==> config.mk <==
export PLATFORM = sky130hd
export DESIGN_NAME = onehot_scan_encoder
export DESIGN_NICKNAME = d
export VERILOG_FILES = /design/src/rtl/onehot_scan_encoder.sv
export SDC_FILE = /design/constraint.sdc
export NUM_CORES = 1
export LEC_CHECK = 0
export ABC_AREA = 0
export CAP_MARGIN = 20
export CORE_UTILIZATION = 49
export DETAILED_ROUTE_END_ITERATION = 16
export MAX_ROUTING_LAYER = met4
export PLACE_DENSITY = 0.78
export SLEW_MARGIN = 10
export SYNTH_ARGS = -nofsm -noshare
export SYNTH_HDL_FRONTEND = slang
export SYNTH_SLANG_ARGS = --single-unit
==> constraint.sdc <==
create_clock -name clk -period 2.6 [get_ports clk]
set_input_delay 0.52 -clock clk [delete_from_list [all_inputs] [get_ports clk]]
set_output_delay 0.52 -clock clk [all_outputs]
set_load 0.1 [all_outputs]
==> src/rtl/onehot_scan_encoder.sv <==
// Sequential one-hot/bitmap encoder: accepts a WIDTH-bit vector and streams the
// index of every set bit, lowest first, one index per output handshake.
module onehot_scan_encoder #(
  parameter int WIDTH = 8,
  parameter int IDX_W = $clog2(WIDTH)
) (
  input  logic             clk,
  input  logic             rst_n,
  input  logic             in_valid,
  output logic             in_ready,
  input  logic [WIDTH-1:0] in_vec,
  output logic             out_valid,
  input  logic             out_ready,
  output logic [IDX_W-1:0] out_idx,
  output logic             out_last,
  output logic             out_none,
  output logic [IDX_W:0]   out_count
);

  typedef enum logic {
    IDLE,
    SCAN
  } state_e;

  state_e           state_q, state_d;
  logic [WIDTH-1:0] pending_q, pending_d;
  logic             zero_q, zero_d;
  logic [IDX_W:0]   count_q, count_d;

  logic [IDX_W-1:0] lowIdx;
  logic [IDX_W:0]   vecCount;
  logic             atMostOne;
  logic             inAccept;
  logic             outAccept;

  // Priority search from the top down so the lowest set bit wins.
  always_comb begin
    lowIdx = '0;
    for (int i = WIDTH - 1; i >= 0; i--) begin
      if (pending_q[i]) lowIdx = IDX_W'(i);
    end
  end

  always_comb begin
    vecCount = '0;
    for (int i = 0; i < WIDTH; i++) begin
      vecCount = vecCount + {{IDX_W{1'b0}}, in_vec[i]};
    end
  end

  // Clearing the lowest set bit leaves zero exactly when at most one bit is set.
  assign atMostOne = ((pending_q & (pending_q - WIDTH'(1))) == '0);

  assign in_ready  = (state_q == IDLE);
  assign out_valid = (state_q == SCAN);
  assign out_idx   = lowIdx;
  assign out_last  = (state_q == SCAN) && atMostOne;
  assign out_none  = zero_q;
  assign out_count = count_q;

  assign inAccept  = in_valid && in_ready;
  assign outAccept = out_valid && out_ready;

  always_comb begin
    state_d   = state_q;
    pending_d = pending_q;
    zero_d    = zero_q;
    count_d   = count_q;
    unique case (state_q)
      IDLE: begin
        if (inAccept) begin
          state_d   = SCAN;
          pending_d = in_vec;
          zero_d    = (in_vec == '0);
          count_d   = vecCount;
        end
      end
      SCAN: begin
        if (outAccept) begin
          pending_d = pending_q & ~(WIDTH'(1) << lowIdx);
          if (atMostOne) begin
            state_d = IDLE;
            zero_d  = 1'b0;
          end
        end
      end
      default: state_d = IDLE;
    endcase
  end

  always_ff @(posedge clk or negedge rst_n) begin
    if (!rst_n) begin
      state_q   <= IDLE;
      pending_q <= '0;
      zero_q    <= 1'b0;
      count_q   <= '0;
    end else begin
      state_q   <= state_d;
      pending_q <= pending_d;
      zero_q    <= zero_d;
      count_q   <= count_d;
    end
  end

endmodule

==> flow_summary.toml, run 1 <==
[die]
dieArea_sq_um = 2210
start_util_pct = 54.6
ios = 23
core_sq_um = 1820
die_width_um = 47.1
die_h_um = 47.1
rows = 15

[run_status]
failed_checks = "negative setup slack"
status = "finished with violations"

[logic_synthesis]
synthesis.nets = 130
yosys_warnings = 0
synth_top_cell_area_share_pct = 35.2
synth_area_leaders = "dfrtp_1 35%, fa_1 8.1%, inv_1 5.7%"
ys_ff_latch = 14
synth_cell_types = 34
synth_seq_area_share_pct = 35.2
synth_area_leader_cell = "dfrtp_1"
netlist_instances = 110
avgSynthCellArea_sq_um = 9.04
syn_area_sq_um = 995

[clock_tree]
clk_pin_slew_ns = 0.08
htree_levels = 1
root_buffer = "clkbuf_4"
cts_buffer_depth = 2
ctsHoldBuffers = 0
cts_tree = "yes"
cts_buffers = 3
clkSinkCount = 14
clkLatencyLatePin_ns = 0.28

[worst_setup_path]
cp.required_ns = 2.76
setup.worst_path.end_class = "flop"
critPathKind = "in2reg"
crit_arrival_ns = 2.91
path_max_fanout = 2
startpoint_type = "primary input"

[hold_path]
hold_path.class = "reg2reg"

[cells_and_area]
diodes = 0
final_util_pct = 73.0
fill_cells = 146
drive_gt1_share_pct = 27.0
synthToLayoutAreaGrowth_pct = 33.6
final_nets = 159

[timing]
hold_ws_ns = 0.502
clock.fmax_mhz = 363
tightestPinTransition_ns = 0.631
min_period_over_period_pct = 106
slew_viol_final = 0
clock_skew_ns = 0.000848
finalSetupViolCount = 2
finalCriticalPeriod_ns = 2.75
fin_ws_ns = -0.152
hold_viol = 0
relSlewSlack_pct = 57.8
rsz0062_at_grt = "true"

[detailed_routing]
routed_via_density = 5.49
drt-total-wl_um = 2180
route.detailed.drc = 0
wire_per_inst_um = 13.4
ant_nets = 0
drt_iter0_drc = 24
vias = 890
drt-pass1-iter-count = 4

[global_route]
grt_pass1_vias = 815
grt_overflow = 0
grt_max_degree = 15
grt_pass1_wl_um = 3630
track_usage_pct = 25.1
antenna_found_initial = 0

[placed_design]
port_buffers = 22
place_hpwl_um = 1680
place.gp.congestion = 0.854

[run]
cap_viol_max_count = 0
-- worst max-delay path, stage by stage --
cell,delay (ns)
buf_6,0.10
fa_1,0.52
inv_1,0.05
fa_1,0.49
fa_1,0.42
inv_2,0.08
ha_4,0.13
inv_2,0.03
fa_2,0.51
o21ai_1,0.05
-- sequential cells by signal, indices dropped and copies added, names as in the netlist --
signal and flops:
pending_q 8, out_count 4, out_none 1, out_valid 1
-- timing repair --
item,4_1_cts,5_1_grt
buffers inserted,1,1
pin swaps,4,4
endpoints found under the setup margin,4,4
gates resized for setup,17,4
-- cell usage after synthesis, drive strengths merged --
cell,count
a2111oi,2
a21boi,1
a21oi,6
a221o,1
a22o,1
a22oi,3
a31oi,1
and4,1
buf,3
clkbuf,1
dfrtp,14
fa,4
ha,4
inv,15
maj3,2
mux2,1
nand2,15
nor2,9
nor2b,2
nor3,1
nor4,3
o211a,1
o211ai,1
o21ai,10
o21bai,2
o311ai,1
o31a,1
o31ai,1
or3,1
or4,1
xor2,1
-- kinds of logic (layout without fill, tap and decap cells) --
| kind of cell | count (synthesis) | count (layout) | synth area share [%] |
|---|---|---|---|
| buffers and inverters | 19 | 46 | 8.18 |
| XOR/XNOR | 1 | 1 | 0.881 |
| flip-flops | 14 | 14 | 35.2 |
| AND/OR/NAND/NOR | 33 | 33 | 15.3 |
| multiplexers | 1 | 1 | 1.51 |
| AO/OA/AOI/OAI | 32 | 32 | 23.8 |
| adder cells (fa/ha/maj) | 10 | 10 | 15.1 |
-- cells in the final DEF (no fill, tap or decap), drive strengths merged, types with 2 or more instances in the layout --
master         synthesis  layout
buf                    3      20
a22oi                  3       3
nor4                   3       3
a21oi                  6       6
fa                     4       4
inv                   15      15
maj3                   2       2
a2111oi                2       2
clkbuf                 1       3
nor2                   9       9
ha                     4       4
nor2b                  2       2
clkdlybuf4s50          0       8
o21bai                 2       2
o21ai                 10      10
dfrtp                 14      14
nand2                 15      15
-- routing by layer --
layer / part of all wire [%] / vias up / GRT usage [%]
li1: - / 439 / -
met1: 46 / 413 / 31.5
met3: 3.4 / 5 / 4.62
met4: 1.7 / 0 / 10.3
met5: 0 / - / -
met2: 49 / 33 / 39.7
-- per-stage QoR --
| stage | setup slack, ns | instances | TNS, ns | area (sq um) |
|---|---|---|---|---|
| after floorplan | -0.300 | 110 | -0.649 | 1000 |
| after global placement | -0.803 | 158 | -2.50 | 1290 |
| after detailed placement | -0.862 | 158 | -2.73 | 1290 |
| after CTS | -0.221 | 162 | -0.416 | 1320 |
| after global routing | -0.192 | 162 | -0.363 | 1330 |
| final | -0.152 | 162 | -0.267 | 1330 |
-- area by class of cell --
class	instances	area [sq um]	area share, %
Multi-Input combinational cell	77	588	44.3
Sequential cell	14	352	26.5
Tap cell	25	31.3	2.35
Timing Repair Buffer	28	279	21.0
Inverter	15	56.3	4.24
Clock buffer	3	22.5	1.69
-- path summary, 6_finish.rpt --
kind	startpoint	end	slack, ns	cells after the start
worst min register to register	out_count[0]$_DFFE_PN0P_	out_count[0]$_DFFE_PN0P_	0.50	2
max in group asynchronous	rst_n	pending_q[0]$_DFFE_PN0P_	1.53	1
worst min-delay path	out_count[0]$_DFFE_PN0P_	out_count[0]$_DFFE_PN0P_	0.50	2
min in group asynchronous	rst_n	out_none$_DFFE_PN0P_	0.63	1
worst max register to register	pending_q[0]$_DFFE_PN0P_	out_none$_DFFE_PN0P_	0.59	5
worst max-delay path	in_vec[0]	out_count[1]$_DFFE_PN0P_	-0.15	10
Power of run 1 is not shown: default switching activity piles up to over one toggle a cycle in this logic, so the estimate is an artifact.
==> run 2, diff against run 1 <==
--- a/config.mk
+++ b/config.mk
@@ -8,9 +8,8 @@
 export ABC_AREA = 0
 export CAP_MARGIN = 20
-export CORE_UTILIZATION = 49
+export CORE_UTILIZATION = 25
 export DETAILED_ROUTE_END_ITERATION = 16
 export MAX_ROUTING_LAYER = met4
-export PLACE_DENSITY = 0.78
-export SLEW_MARGIN = 10
+export PLACE_DENSITY = 0.46
 export SYNTH_ARGS = -nofsm -noshare
 export SYNTH_HDL_FRONTEND = slang
==> constraint.sdc (replaced) <==
create_clock -name clk -period 2.6 [get_ports clk]
set_input_delay 0.52 -clock clk [delete_from_list [all_inputs] [get_ports clk]]
set_output_delay 0.52 -clock clk [all_outputs]
set_load 0.05 [all_outputs]
==> run 2 against run 1 <==
The flow still finishes with violations (negative setup slack); flip-flop and latch count unchanged; cell count up 17%; worst hold slack worse by 0.017 ns; critical endpoint unchanged; highest routed layer unchanged; non-clock buffer count grew 4.
==> flow_summary.toml, run 2 (synthesis results as in run 1) <==
[die]
rows = 22
core_sq_um = 3740
die_width_um = 65.1
die_h_um = 65.1
ios = 23
dieArea_sq_um = 4230
start_util_pct = 26.6

[detailed_routing]
routed_via_density = 4.91
route.detailed.drc = 0
vias = 928
drt-total-wl_um = 2700
ant_nets = 0
wire_per_inst_um = 14.3
drt-pass1-iter-count = 4
drt_iter0_drc = 58

[global_route]
antenna_found_initial = 0
grt_pass1_wl_um = 4520
track_usage_pct = 14.8
grt_overflow = 0
grt_pass1_vias = 927
grt_max_degree = 15

[pwr]
switchingPower_mw = 0.954
comb_power_share_pct = 68.0
p_int_mw = 0.919
pwr-share-seq_pct = 22.5
leakage_nw = 0.639
pwr-share-clk_pct = 9.4
power_per_cell_area_nw_per_um2 = 1350
swShare_pct = 50.9
vdd_drop_max_uv = 573

[clock_tree]
cts_buffer_depth = 2
htree_levels = 1
clkLatencyLatePin_ns = 0.24
cts_tree = "yes"
root_buffer = "clkbuf_8"
ctsHoldBuffers = 0
clkSinkCount = 14
clk_pin_slew_ns = 0.06
cts_buffers = 3

[cells_and_area]
regMostFlops = "pending_q"
drive_gt1_share_pct = 21.3
synthToLayoutAreaGrowth_pct = 39.5
layout_common_cells = "15 x nand2_1, 15 x clkdlybuf4s50_1, 14 x inv_1, 14 x dfrtp_1, 12 x buf_4"
final_util_pct = 37.1
multi_input_area_sq_um = 572
final_nets = 163
fill_cells = 406
largest_reg_flops = 8
diodes = 0
layout.area.seq_sq_um = 350

[timing]
finalSetupViolCount = 2
relSlewSlack_pct = 54.4
finalCriticalPeriod_ns = 2.83
fin_ws_ns = -0.229
hold_ws_ns = 0.485
min_period_over_period_pct = 109
tightestPinTransition_ns = 0.683
slew_viol_final = 0
clock.fmax_mhz = 353
hold_viol = 0
rsz0062_at_grt = "true"
clock_skew_ns = 0.00287
tns_ns = -0.433

[worst_setup_path]
startpoint_type = "primary input"
reg2reg_slack_ns = 0.63
cp.required_ns = 2.72
crit_top_cell = "fa_1"
critPathKind = "in2reg"
slowest_delay_ns = 0.52
path_max_fanout = 2
crit_arrival_ns = 2.95
cp_cell_sequence = "buf_6 > fa_1 > inv_1 > fa_1 > fa_1 > inv_1 > ha_2 > inv_2 > fa_2 > o21ai_2"
setup.worst_path.end_class = "flop"
critPathSlowestCell = "fa_1"
reg2regPathDepth = 5

[run_status]
failed_checks = "negative setup slack"
status = "finished with violations"

[placed_design]
place.gp.congestion = 0.898
port_buffers = 22
place_hpwl_um = 2130

[hold_path]
hold_path_depth = 2
hold_path.class = "reg2reg"

[run]
cap_viol_max_count = 0
run 2: repair_timing:
item,in CTS,in global routing
setup buffers,1,0
resized for setup,18,1
pin swaps,4,2
setup endpoints to repair,4,3
run 2: critical path, delay by kind of cell:
| family | cells | cell delay (ns) |
|---|---|---|
| fa+ha+maj | 5 | 2.14 |
| buf+inv | 4 | 0.26 |
| compound gates | 1 | 0.05 |
run 2: power groups by stage:
stage                     clock, mW  combinational (mW)  sequential [mW]
after floorplan                   0               0.754            0.490
after global placement            0                1.26            0.424
after detailed placement          0                1.27            0.422
after CTS                     0.184                1.29            0.419
after global routing          0.194                1.37            0.437
final                         0.177                1.27            0.422
run 2: final cells by class:
cell class / count / area share, %
clock buffer: 3 / 2.98
timing repair buffer: 32 / 22.2
sequential: 14 / 25.2
multi-input combinational: 77 / 41.2
inverter: 15 / 4.06
tap: 48 / 4.33
run 2: final timing paths:
kind | from | to
setup / recovery | in_vec[0] | out_count[1]$_DFFE_PN0P_
max in group asynchronous | rst_n | out_count[3]$_DFFE_PN0P_
hold reg to reg | out_count[0]$_DFFE_PN0P_ | out_count[0]$_DFFE_PN0P_
hold / removal | out_count[0]$_DFFE_PN0P_ | out_count[0]$_DFFE_PN0P_
setup reg to reg | pending_q[3]$_DFFE_PN0P_ | out_none$_DFFE_PN0P_
min in group asynchronous | rst_n | pending_q[7]$_DFFE_PN0P_
run 2: stage by stage:
stage                     cell area (sq um)  total power [mW]  setup slack, ns  instances
after floorplan                         997              1.24           -0.298        110
after detailed placement               1340              1.70           -0.881        185
after global placement                 1340              1.69           -0.805        185
final                                  1390              1.87           -0.229        189
after CTS                              1380              1.89           -0.307        189
after global routing                   1390              2.00           -0.312        189
run 2: metal layers:
layer / global-route usage, % / part of all wire [%] / vias to the layer above
li1: - / - / 448
met1: 19.5 / 47 / 443
met2: 22.8 / 46 / 35
met3: 3.35 / 6.4 / 2
met4: 4.08 / 0.52 / 0
met5: - / 0 / -
(Power assumes the default switching activity.)
==> run 3, diff against run 2 <==
PLACE_DENSITY = not set   (was 0.46)
SKIP_CTS_REPAIR_TIMING = 1   (was not set)
==> run 3 against run 2 <==
The flow still finishes with violations (negative setup slack); core utilization shrank 0.60 points; highest routed layer unchanged; critical path depth is the same; worst hold slack gained 0.0056 ns; design area shrank 1.6%; worst setup slack gained 0.0031 ns; register-to-register slack lost 0.04 ns; fmax grew 0.11%; combinational power shrank 3%; clock-buffer cell count grew 1.
==> flow_summary.toml, run 3 (synthesis results as in run 1) <==
[run_status]
status = "finished with violations"
failed_checks = "negative setup slack"

[cells_and_area]
synthToLayoutAreaGrowth_pct = 37.2
stdcell_area_sq_um = 1370
multi_input_area_sq_um = 568
layout.area.seq_sq_um = 350
final_nets = 159
final_cells = 186
regMostFlops = "pending_q"
drive_gt1_share_pct = 18.8
diodes = 0
layout_common_cells = "15 x nand2_1, 15 x clkdlybuf4s50_1, 14 x inv_1, 14 x dfrtp_1, 9 x nor2_1"
fill_cells = 401
largest_reg_flops = 8

[pwr]
pwr-share-clk_pct = 11.1
comb_power_share_pct = 65.7
pwr-share-seq_pct = 23.1
power_mw = 1.87
vdd_drop_max_uv = 466
leakage_nw = 0.624
switchingPower_mw = 0.936
power_per_cell_area_nw_per_um2 = 1370
p_int_mw = 0.932
swShare_pct = 50.1

[detailed_routing]
vias = 878
wire_per_inst_um = 12.8
drt-total-wl_um = 2370
route.detailed.drc = 0
routed_via_density = 4.72
drt-pass1-iter-count = 4
drt_iter0_drc = 38
ant_nets = 0

[timing]
rsz0062_at_grt = "true"
clock_skew_ns = 0.00308
tns_ns = -0.420
clock.fmax_mhz = 354
min_period_over_period_pct = 109
hold_ws_ns = 0.491
fin_ws_ns = -0.226
finalCriticalPeriod_ns = 2.83
slew_viol_final = 0
tightestPinTransition_ns = 0.676
hold_viol = 0
finalSetupViolCount = 2
relSlewSlack_pct = 54.8

[die]
die_h_um = 65.1
rows = 22
start_util_pct = 26.6
core_sq_um = 3740
die_width_um = 65.1
ios = 23
dieArea_sq_um = 4230

[worst_setup_path]
setup.worst_path.end_class = "flop"
startpoint = "in_vec[0]"
path_max_fanout = 2
startpoint_type = "primary input"
r2r-start = "pending_q[0]$_DFFE_PN0P_"
critPathKind = "in2reg"
cp.required_ns = 2.72
crit_arrival_ns = 2.94

[run]
cap_viol_max_count = 0

[global_route]
grt_pass1_vias = 909
grt_pass1_wl_um = 4170
grt_max_degree = 15
track_usage_pct = 13.0
antenna_found_initial = 0
grt_overflow = 0

[clock_tree]
cts_tree = "yes"
htree_levels = 1
clkLatencyLatePin_ns = 0.24
cts_buffer_depth = 2
root_buffer = "clkbuf_8"
cts_buffers = 3
clkSinkCount = 14
clk_pin_slew_ns = 0.06

[placed_design]
placed_cells = 182
dpl_cell_area_sq_um = 1310
place_hpwl_um = 1900
port_buffers = 22
place.gp.congestion = 0.835

[hold_path]
hp-start = "out_count[0]$_DFFE_PN0P_"
hold_path.class = "reg2reg"
==> run 3: cell types whose count changed in the layout (fill, tap and decap cells not counted), sizes merged <==
cell	previous run	this run
buf	17	11
clkbuf	3	6
==> run 3: layer usage <==
layer / up-vias / GRT usage, % / share of wire (%)
li1: 441 / - / -
met1: 418 / 16.4 / 46
met2: 17 / 22.4 / 51
met3: 2 / 1.76 / 3.0
met4: 0 / 2.45 / 0.34
met5: - / - / 0
==> run 3: power groups by stage <==
stage                     Sequential (mW)  Combinational, mW  Clock [mW]
final                               0.432               1.23       0.208
after global routing                0.448               1.32       0.229
after global placement              0.428               1.22           0
after detailed placement            0.433               1.24           0
after floorplan                     0.490              0.754           0
after CTS                           0.431               1.24       0.214
==> run 3: worst paths after layout <==
| check | to | slack [ns] | cells past startpoint |
|---|---|---|---|
| hold reg to reg | out_count[0]$_DFFE_PN0P_ | 0.49 | 2 |
| setup reg to reg | out_none$_DFFE_PN0P_ | 0.59 | 5 |
| max in group asynchronous | pending_q[7]$_DFFE_PN0P_ | 1.48 | 1 |
| setup / recovery | out_count[1]$_DFFE_PN0P_ | -0.23 | 10 |
| hold / removal | out_count[0]$_DFFE_PN0P_ | 0.49 | 2 |
| min in group asynchronous | out_count[0]$_DFFE_PN0P_ | 0.69 | 1 |
==> run 3: final cells by class <==
cell class / count / area share [%]
clock buffer: 4 / 4.03
sequential: 14 / 25.7
inverter: 15 / 4.12
multi-input combinational: 77 / 41.6
timing repair buffer: 28 / 20.2
tap: 48 / 4.40
==> run 3: per-stage QoR <==
| step | util [%] | worst slack [ns] |
|---|---|---|
| final | 36.5 | -0.226 |
| after global routing | 36.5 | -0.291 |
| after CTS | 36.5 | -0.622 |
| after detailed placement | 35.1 | -0.886 |
| after global placement | 35.1 | -0.810 |
| after floorplan | - | -0.298 |
==> run 3: worst max-delay path: stages <==
cell and delay, ns:
buf_8 0.10, fa_1 0.52, inv_1 0.04, fa_1 0.50
fa_1 0.42, inv_1 0.07, ha_2 0.18, inv_2 0.04
fa_2 0.51, o21ai_1 0.05
==> variant 1: new RTL, config.mk and constraints of run 3 <==
`WIDTH`: 8 -> 4.
--- a/src/rtl/onehot_scan_encoder.sv
+++ b/src/rtl/onehot_scan_encoder.sv
@@ -3,3 +3,3 @@
 module onehot_scan_encoder #(
-  parameter int WIDTH = 8,
+  parameter int WIDTH = 4,
   parameter int IDX_W = $clog2(WIDTH)
Interface: changed (resized in_vec, out_count and out_idx); port bits go from 23 to 17. The function was not compared with the original's and may differ.
==> variant 1 against run 3 <==
  * Count of clock-buffer cells in the layout is the same
  * Non-clock buffer count shrank 12
  * Critical endpoint is now out_idx[1]
  * Combinational power fell by 51%
  * Power is 47% lower
  * Fmax rose by 24%
  * Sequential cell count decreased by 5
  * First-iteration DRC count is 97% lower
  * Final area fell by 44%
  * Cell count is 47% lower
  * Clock skew rose by 4.0 ps
  * Routed wire length fell by 51%
  * Setup slack gained 540 ps
  * Worst hold slack better by 20 ps
  * Synthesized area shrank 43%
==> variant 1: results (changes against run 3) <==
The run finished with clean final reports. The post-synthesis mux area share is 0.0773 (+0.0622). Sorting the synthesized cells by area gives the leading types as sky130_fd_sc_hd__dfrtp_1, sky130_fd_sc_hd__ha_1, sky130_fd_sc_hd__mux2_2. The fraction of area in multi-input gates came out at 0.383 (-0.0329). The worst register-to-register path ends at out_count[1]$_DFFE_PN0P_.

The logs give 0.280 (+0.049) for the sequential fraction of design power and 67 (-48%) for the net count after synthesis. Number of filler cells placed in the layout: 215 (-46%). The register fraction of the total cell area was 0.296 (+0.0394); the fraction of layout cells with a size suffix above 1 was 0.127 (-0.0616). The cell depth of the worst flop-to-flop path is 2 (-3), and the buffer count excluding the clock tree in the final layout is 16 (-43%). The starting DRC count in detailed routing is 1 (-97%), and the relative area of non-clock buffer cells in the final design is 0.207 (+0.00559). The tools report the data arrival time of the worst path as 1770 ps (-1170 ps).

The slowest cell on the critical path is sky130_fd_sc_hd__clkdlybuf4s50_1. The wire length on met1 is 584 um (-46%). The tools report the minimum setup slack among reg-to-reg paths as 1110 ps (+520 ps). The tools report the wire length on met3 as 46 um (-35%).

The pin count of the biggest net entering global routing was 11 (-4). The wire length of the first global-routing pass was 1900 um (-54%). The tools report the combinational cell power as 601 uW (-51%).

The first-pass iteration count of the detailed router was 2 (-2). For the maximum ir drop on the vdd rail, the log shows 0.599 mV (+29%). The logs give 524 um (-57%) for the met2 layer wire length in the routed design and 0.000348 uW (-44%) for the static power due to leakage.

The final-layout clock-cell area share was 0.0345 (-0.00579). Proportion of synthesized chip area in sequential cells: 0.397 (+0.0451). Routing usage on met3: 0.0278 (+0.0102). The total global-route track usage was 0.106 (-0.0247); the net switching power was 499 uW (-47%).

The final critical-path share of the clock period was 0.880 (-0.207). For the layout multi-input combinational cell count, the log shows 35 (-55%). The number of global-route vias before repair was 449 (-51%). The top layer used by detailed routing is met3. The routed via count divided by cell count was 4.64 (-1.6%).

The run gives 260 ps (+20 ps) as the clock latency at the later pin of the worst-skew pair. The worst clock skew on the final layout is 7.04 ps (+3.96 ps). By count the netlist is led by sky130_fd_sc_hd__dfrtp_1, sky130_fd_sc_hd__inv_1. For the distinct cell type count after synthesis, the log shows 27 (-21%).

The worst register-to-register path begins at out_valid$_DFF_PN0_. The number of flip-flops under the largest register name is 4 (-4), and the number of clock sinks seen by CTS is 9 (-5). The wire length after detailed routing was 1160 um (-51%); the fraction of met1 tracks used by global routing was 0.129 (-0.0350). The run gives 0 (unchanged) as the number of antenna violations at the first check in global routing.

The largest stage delay on the critical path came out at 820 ps (+300 ps). Number of buffer cells added on primary ports: 16 (-27%). For the weighted congestion at the end of routability-driven global placement, the log shows 0.700 (-16%). Following the worst setup path forward leads to its endpoint at out_idx[1].

The complex-gate fraction of the synthesized area was 0.188 (-0.0501). The kind of cell with the highest combined delay along the critical path is buffers and inverters. The adder and majority cell fraction of the synthesized area was 0.119 (-0.0317). The cell depth of the worst min-delay path was 1 (-1). The count of inverters other than clock inverters in the layout was 7 (-8). The critical path starts at pending_q[0]$_DFFE_PN0P_. The actual transition at the worst max-transition pin works out to 540 ps (-136 ps).
variant 1: cell types whose count changed in the layout (fill, tap and decap cells not counted), sizes merged, moves of 5 or more:
cell          run 3  this run
o21ai            10         1
inv              15         7
dfrtp            14         9
nor2              9         3
a21oi             6         1
buf              11         1
nand2            15         1
variant 1: per-stage QoR:
| stage | cells | total power [uW] | utilization | instance area (um2) | hold slack, ps |
|---|---|---|---|---|---|
| after floorplan | 55 | 710 | - | 567 | 224 |
| after global placement | 94 | 878 | 0.360 | 734 | 496 |
| after detailed placement | 94 | 885 | 0.360 | 734 | 495 |
| after CTS | 98 | 1000 | 0.373 | 761 | 520 |
| after global routing | 98 | 1040 | 0.373 | 761 | 545 |
| final | 98 | 987 | 0.373 | 761 | 511 |
variant 1: cell families after synthesis:
| group | count (synthesis) |
|---|---|
| AO/OA/AOI/OAI | 14 |
| AND/OR/NAND/NOR | 12 |
| buffers and inverters | 11 |
| flip-flops | 9 |
| adder cells (fa/ha/maj) | 5 |
| multiplexers | 4 |
==> variant 2: new RTL, settings of run 3 <==
Made on the original files. Make the reset (`rst_n`) synchronous in one clocked block.
--- a/src/rtl/onehot_scan_encoder.sv
+++ b/src/rtl/onehot_scan_encoder.sv
@@ -90,3 +90,3 @@
 
-  always_ff @(posedge clk or negedge rst_n) begin
+  always_ff @(posedge clk) begin
     if (!rst_n) begin
Formal check against the unedited RTL: differs if rst_n is asserted again (counterexample within 4 cycles, from zero or initial values and one cycle with rst_n low); with rst_n held inactive, the same outputs for 10 cycles.
==> variant 2 against run 3 <==
  * The flow still finishes with violations (setup timing)
  * Final area grew 0.73%
  * Setup slack lost 110 ps
  * Sequential cell count is the same
  * Synthesized area shrank 3.8%
  * Critical path type unchanged
  * First-iteration DRC count is the same
  * Routed wire length grew 5.9%
Power is not compared: it rests on default switching activity, and its combinational part moved more than twofold at a synthesized area within 25%.
==> variant 2: results (changes against run 3) <==
For the setup-violating endpoint count in the final report, the log shows 3 (+1). For the proportion of synthesized chip area in sequential cells, the log shows 0.293 (-0.0594). Class of the tightest hold or removal check: reg -> reg. The total of warnings raised by yosys is 0 (unchanged). The data arrival time of the worst path was 3120 ps (+180 ps); the total global-route track usage was 0.132 (+0.00197). The CTS clock-pin slew for the worst setup and hold paths is 60 ps (about the same). The tools report the net count after synthesis as 139 (+6.9%). Family with the most delay on the worst path: adder cells. The distinct cell type count after synthesis was 35 (+2.9%); the maximum ir drop on the vdd rail was 0.208 mV.

The run gives 1.03 ps (-2.05 ps) as the worst clock skew on the final layout. Number of buffer cells added on primary ports: 22 (unchanged). The tools report the starting DRC count in detailed routing as 38 (unchanged). In this run the static leakage power is 0.000588 uW.

The slowest stage of the critical path belongs to the cell sky130_fd_sc_hd__fa_1. By count the netlist is led by sky130_fd_sc_hd__inv_1, sky130_fd_sc_hd__nand2_1, sky130_fd_sc_hd__dfxtp_1. The final HPWL from detailed placement is 1870 um (-1.8%), and the number of filler cells placed in the layout is 377 (-6.0%). The average routed wire per standard cell was 12.7 um (-0.56%).

The fraction of registers with async set or reset after synthesis works out to 0 (-1.00). Register with the most flip-flops: pending_q. The routed via count divided by cell count was 4.87 (+3.1%); the wire length of the first global-routing pass was 4130 um (-0.82%). The cell count after placement was 193 (+6.0%); the number of buffers between clock root and the deepest sink was 2 (unchanged). The fraction of layout cells with a size suffix above 1 works out to 0.187 (-0.00174). The first-pass iteration count of the detailed router was 4 (unchanged). The tools report the pin count of the biggest net entering global routing as 16 (+1).

The tools report the weighted congestion at the end of routability-driven global placement as 0.866 (+3.8%). The number of global-route vias before repair was 918 (+0.99%); the synthesized area per cell was 8.04 um2 (-11%). Total number of vias: 964 (+9.8%). The tools report the final net count as 171 (+7.5%).

The final total negative setup slack was -702 ps (-282 ps); the normalized max-slew margin was 0.664 (+0.116). The flow ran to the end, but the final reports show violations. The final worst-path setup slack was -336 ps (-110 ps); the largest stage delay on the critical path was 540 ps (+20 ps). After synthesis, the cell types taking the most area are sky130_fd_sc_hd__dfxtp_1, sky130_fd_sc_hd__fa_1, sky130_fd_sc_hd__inv_1. The final reports fail on setup timing.
## variant 2: final timing paths
path,cells past startpoint,startpoint,slack (ps),to
max reg2reg,4,pending_q[0]$_SDFFE_PN0P_,920,out_none$_SDFFE_PN0P_
max,12,in_vec[0],-340,out_count[2]$_SDFFE_PN0P_
min,2,out_count[0]$_SDFFE_PN0P_,480,out_count[0]$_SDFFE_PN0P_
min reg2reg,2,out_count[0]$_SDFFE_PN0P_,480,out_count[0]$_SDFFE_PN0P_
## variant 2: report_power, final
group	switching (uW)	internal, uW
registers	22.8	232
clock network	81.6	134
logic	194	143
total	298	509
## variant 2: final cells by class
class | instances | area [um2] | share of cell area
timing repair buffer | 30 | 295 | 0.215
tap | 48 | 60.1 | 0.0437
sequential | 14 | 280 | 0.204
multi-input combinational | 85 | 621 | 0.451
clock buffer | 4 | 55.1 | 0.0400
inverter | 17 | 63.8 | 0.0464
## variant 2: logic make-up after synthesis
group                      share of synthesized area
xor gates and xnor gates                     0.00915
DFF                                            0.293
buffers and inverters                         0.0784
and+or+nand+nor                                0.174
adders and majority gates                      0.146
AOI/OAI and AO/OA                              0.288
muxes                                         0.0118
## variant 2: tightest hold or removal path: stages (launching register included)
cell and delay (ps):
sky130_fd_sc_hd__dfxtp_1 310, sky130_fd_sc_hd__nand2_1 50, sky130_fd_sc_hd__a21boi_0 70
## variant 2: layer usage
metal,track usage,part of all wire,up-vias
li1,-,-,478
met1,0.171,0.46,443
met2,0.199,0.46,38
met3,0.0214,0.050,5
met4,0.0653,0.020,0
met5,-,0,-
## variant 2: metrics by stage
step / cell area (um2) / setup WS [ps]
global route: 1380 / -440
global placement: 1300 / -894
floorplan: 957 / -384
CTS: 1350 / -726
detailed placement: 1300 / -982
finish: 1380 / -336
